### config.mk
export PLATFORM = sky130hd
export DESIGN_NAME = seq_chunked_adder
export DESIGN_NICKNAME = d
export VERILOG_FILES = /design/src/rtl/seq_adder_pkg.sv /design/src/rtl/seq_chunked_adder_add_slice.sv /design/src/rtl/seq_chunked_adder.sv
export SDC_FILE = /design/constraint.sdc
export NUM_CORES = 1
export LEC_CHECK = 0
export BUFFER_PORTS_ARGS = -buffer_cell sky130_fd_sc_hd__buf_2
export CORE_MARGIN = 5
export CORE_UTILIZATION = 25
export CTS_CLUSTER_SIZE = 20
export DETAILED_ROUTE_END_ITERATION = 6
export SLEW_MARGIN = 20
export SYNTH_ARGS = -nofsm -noshare
export SYNTH_HDL_FRONTEND = slang
export SYNTH_SLANG_ARGS = --single-unit
### constraint.sdc
create_clock -name clk -period 7.79 [get_ports clk]
set_input_delay 0.3895 -clock clk [delete_from_list [all_inputs] [get_ports clk]]
set_output_delay 0.3895 -clock clk [all_outputs]
set_load 0.01 [all_outputs]
### src/rtl/seq_adder_pkg.sv
// Shared types and sizing helpers for the sequential chunked adder.
package seq_adder_pkg;

   // Controller states: idle, processing slices, presenting the result.
   typedef enum logic [1:0] {
      IDLE = 2'd0,
      RUN  = 2'd1,
      DONE = 2'd2
   } state_e;

   // Number of N-bit slices needed to cover W bits.
   function automatic int calc_slices(input int w, input int n);
      return w / n;
   endfunction

   // Slice counter width; a single-slice adder still gets a 1-bit counter.
   function automatic int calc_cnt_width(input int k);
      return (k > 1) ? $clog2(k) : 1;
   endfunction

endpackage

### src/rtl/seq_chunked_adder_add_slice.sv
// Combinational N-bit adder slice. Besides sum and carry-out it exposes the
// carry into the slice MSB so the top level can form two's-complement overflow.
module add_slice #(
   parameter int N = 16
) (
   input  logic [N-1:0] a,
   input  logic [N-1:0] b,
   input  logic         cin,
   output logic [N-1:0] sum,
   output logic         cout,
   output logic         c_msb
);

   logic [N:0] full;

   // One wide addition; the MSB carry-in is recovered from the MSB sum bit.
   always_comb begin
      full  = {1'b0, a} + {1'b0, b} + (N+1)'(cin);
      sum   = full[N-1:0];
      cout  = full[N];
      c_msb = a[N-1] ^ b[N-1] ^ full[N-1];
   end

endmodule

### src/rtl/seq_chunked_adder.sv
// Multi-cycle W-bit adder: one N-bit slice per cycle, carry held in a register
// between slices, result assembled in place in the sum register.
module seq_chunked_adder
   import seq_adder_pkg::*;
#(
   parameter int W      = 64,
   parameter int N      = 16,
   parameter int SIGNED = 0
) (
   input  logic         clk,
   input  logic         rst_n,
   input  logic         start,
   input  logic [W-1:0] a,
   input  logic [W-1:0] b,
   input  logic         cin,
   output logic         busy,
   output logic         done,
   output logic [W-1:0] sum,
   output logic         cout,
   output logic         v
);

   localparam int K  = calc_slices(W, N);
   localparam int CW = calc_cnt_width(K);
   localparam logic [CW-1:0] LAST = CW'(K - 1);

   if (W % N != 0) begin : g_bad_split
      $error("seq_chunked_adder: W must be a multiple of N");
   end

   state_e         state_q, state_d;
   logic [W-1:0]   a_q, a_d, b_q, b_d, sum_q, sum_d;
   logic [CW-1:0]  cnt_q, cnt_d;
   logic           carry_q, carry_d, cout_q, cout_d, v_q, v_d;

   logic [N-1:0]   sl_a, sl_b, sl_sum;
   logic           sl_cout, sl_cmsb;
   int             base;

   // Select the operand slice addressed by the counter.
   always_comb begin
      base = int'(cnt_q) * N;
      sl_a = a_q[base +: N];
      sl_b = b_q[base +: N];
   end

   add_slice #(.N(N)) u_slice (
      .a     (sl_a),
      .b     (sl_b),
      .cin   (carry_q),
      .sum   (sl_sum),
      .cout  (sl_cout),
      .c_msb (sl_cmsb)
   );

   // Next-state and datapath update for the IDLE/RUN/DONE controller.
   always_comb begin
      // NOTE: every variable gets its hold value first so no path infers a latch.
      state_d = state_q;
      a_d     = a_q;
      b_d     = b_q;
      sum_d   = sum_q;
      cnt_d   = cnt_q;
      carry_d = carry_q;
      cout_d  = cout_q;
      v_d     = v_q;
      case (state_q)
         IDLE, DONE: begin
            if (start) begin
               a_d     = a;
               b_d     = b;
               carry_d = cin;
               cnt_d   = '0;
               state_d = RUN;
            end else if (state_q == DONE) begin
               state_d = IDLE;
            end
         end
         RUN: begin
            sum_d[base +: N] = sl_sum;
            carry_d          = sl_cout;
            cnt_d            = cnt_q + CW'(1);
            if (cnt_q == LAST) begin
               cout_d  = sl_cout;
               v_d     = (SIGNED != 0) ? (sl_cmsb ^ sl_cout) : sl_cout;
               state_d = DONE;
            end
         end
         default: state_d = IDLE;
      endcase
   end

   // State, operand, carry, counter and result registers.
   always_ff @(posedge clk or negedge rst_n) begin
      if (!rst_n) begin
         state_q <= IDLE;
         a_q     <= '0;
         b_q     <= '0;
         sum_q   <= '0;
         cnt_q   <= '0;
         carry_q <= 1'b0;
         cout_q  <= 1'b0;
         v_q     <= 1'b0;
      end else begin
         // NOTE: non-blocking assignments so every register samples pre-edge values.
         state_q <= state_d;
         a_q     <= a_d;
         b_q     <= b_d;
         sum_q   <= sum_d;
         cnt_q   <= cnt_d;
         carry_q <= carry_d;
         cout_q  <= cout_d;
         v_q     <= v_d;
      end
   end

   assign busy = (state_q == RUN);
   assign done = (state_q == DONE);
   assign sum  = sum_q;
   assign cout = cout_q;
   assign v    = v_q;

endmodule
==> flow_metrics.tcl <==
set metrics [dict create \
    hold_buffers 0 \
    cp-end-kind "flop" \
    drt_iter0_markers 274 \
    antenna_found_initial 10 \
    async_flop_share 1.00 \
    vias 6116 \
    grt_overflow 0 \
    ys_warn_count 0 \
    postCtsSetupBuffers 0 \
    mostFrequentLayoutCell "buf_2" \
    insertion_delay_ps 450 \
    worst-path-buf-inv 2 \
    synth.distinct_cells 58 \
    fin_setup_tns_ps 0 \
    drc 0 \
    relSlewSlack 0.301 \
    drive_above_1_share 0.484 \
    clock_path_buffers 2 \
    power.leakage_nw 5.07 \
    path_delay_family "buffers and inverters" \
    rsz0062_at_grt "no" \
    syn_area_sq_um 9130 \
    grt_pass1_vias 6454 \
    required_ps 8110 \
    cts_htree_levels 4 \
    rows 70 \
    rrSetupSlack_ps 4170 \
    final_util 0.308 \
    clock.fmax_mhz 276 \
    fp.dieH_um 201 \
    synth_top_flop_cell "dfrtp_1" \
    post-route-min-period_ps 3620 \
    peakVddDrop_mv 0.224 \
    synthCells 658 \
    power.density_nw_per_um2 548 \
    fin_crit_sh 0.465 \
    die_width_um 201 \
    vias_per_cell 4.61 \
    holdWs_ps 42.5 \
    core_area_sq_um 36300 \
    ys_ff_latch 198 \
    grt_use_met1 0.170 \
    die_area_sq_um 40400 \
    start_util 0.251 \
    status "complete, no violations" \
    critPathMaxFanout 42 \
    critical_path_arrival_ps 3940 \
    numCtsBuffers 17 \
    finalHoldViolCount 0 \
    routed_wl_um 25500 \
    wl_per_cell_um 19.2 \
    worstSetupPathType "reg -> reg" \
    total_power_mw 6.14 \
    slew_violations 0 \
    gp_congestion 0.797 \
    avgSynthCellArea_sq_um 13.9 \
    worstMarginPinSlew_ps 1050 \
    setup_viol 0 \
    cts_tree "yes" \
    numClockSinks 198 \
    grt_pass1_wl_um 39300 \
    post_cts_resized 0 \
    ys_seq_area_frac 0.543 \
    num_io_pins 200 \
    grt-busiest-layer "met2" \
    synth_nets 813 \
    io_buffers 199 \
    max_stage_delay_ps 620 \
    drv_cap 0 \
    ant_nets 0 \
    timing.rr.start "cnt_q[0]" \
    grtUsageMet3 0.0485 \
    grt_start_max_net_pins 126 \
    clk_pin_slew_ps 70 \
    hold_path.class "in -> async" \
    fillers 3687 \
    clock_skew_ps 13.1 \
    reg2regPathDepth 11 \
    grt.total_usage 0.126 \
    synth-edff-count 0 \
    area_delta_synth_final_pct 22.8 \
    most-common-layout-cells "buf_2 (198), dfrtp_1 (196), mux2_2 (128)" \
    dp_hpwl_um 18800 \
    cts_root_buffer "clkbuf_16" \
    final_net_count 998 \
    path_common_cell "fa_1" \
    cp_cell_sequence "buf_4 -> mux4_2 -> fa_1 -> inv_1 -> fa_1 -> and2b_1 -> o211ai_2 -> a31oi_4 -> o22ai_1 -> xor2_1 -> o21ai_1" \
    startpoint_type "flop" \
    cp_slowest_cell "buf_4" \
    groute.layer.met2.usage 0.196 \
    first_pass_iters 4 \
    worstReg2RegEnd "sum[8]" \
]
## power by group
group | leakage [nW] | internal, mW | switching (mW)
clock network | 0.296 | 0.464 | 0.451
registers | 2.45 | 1.47 | 0.275
logic | 2.33 | 1.44 | 2.04
total | 5.07 | 3.37 | 2.77
## cell usage after synthesis, drive strengths merged, types with 6 or more instances
cell	count	area share
a21oi	15	0.0090
a22o	44	0.042
buf	28	0.015
clkbuf	11	0.0045
dfrtp	198	0.54
ha	21	0.029
inv	12	0.0049
mux2	129	0.16
mux4	32	0.079
nand2	43	0.019
nor2	14	0.0063
nor3	11	0.0060
o21ai	29	0.016
xnor2	6	0.0078
## worst max path at each step
| stage | cells after the start | to | slack, ps | start |
|---|---|---|---|---|
| floorplan | 12 | sum[12] | 4430 | cnt_q[0] |
| global placement | 11 | sum[42] | 4160 | cnt_q[0] |
| detailed placement | 11 | sum[8] | 4130 | cnt_q[0] |
| CTS | 11 | sum[8] | 4110 | cnt_q[0] |
| global route | 11 | sum[24] | 3900 | cnt_q[0] |
| finish | 11 | sum[8] | 4170 | cnt_q[0] |
## flip-flops by register name, summed over array words and instances (netlist names)
signal	count
b_q	64
v	1
carry_q	1
cnt_q	2
sum	64
state_q	2
a_q	64
## per-layer routing
layer / vias up / routed length (um) / share of wire
met5: - / 82 / 0.0032
met4: 16 / 182 / 0.0071
met3: 23 / 2030 / 0.080
met2: 198 / 11500 / 0.45
met1: 3055 / 11600 / 0.46
li1: 2824 / - / -
## kinds of logic (layout without fill, tap and decap cells)
logic type,Yosys count,after routing,share of synthesized area
adder cells (fa/ha/maj),23,23,0.0332
AND/OR/NAND/NOR,98,98,0.0536
AO/OA/AOI/OAI,116,116,0.0951
buffers and inverters,52,250,0.0255
flip-flops,198,198,0.543
other,0,2,0
XOR/XNOR,10,10,0.0117
multiplexers,161,161,0.238
## layout make-up
type	count	area [sq um]	area share
diodes	2	5.00	0.000446
clock buffers	18	429	0.0383
clock inverters	14	174	0.0155
inverters	13	50.0	0.00446
multi-input cells	408	3960	0.353
flip-flops and latches	198	4960	0.442
well taps	468	586	0.0522
repair buffers	205	1050	0.0937
## stage by stage
stage	setup slack, ps	area (sq um)	instances
5_1_grt	3900	11200	1325
2_1_floorplan	4430	9130	658
3_5_place_dp	4130	10600	1292
3_3_place_gp	4160	10600	1292
4_1_cts	4110	11200	1324
6_report	4170	11200	1326
Power figures use the tool's default switching activity.
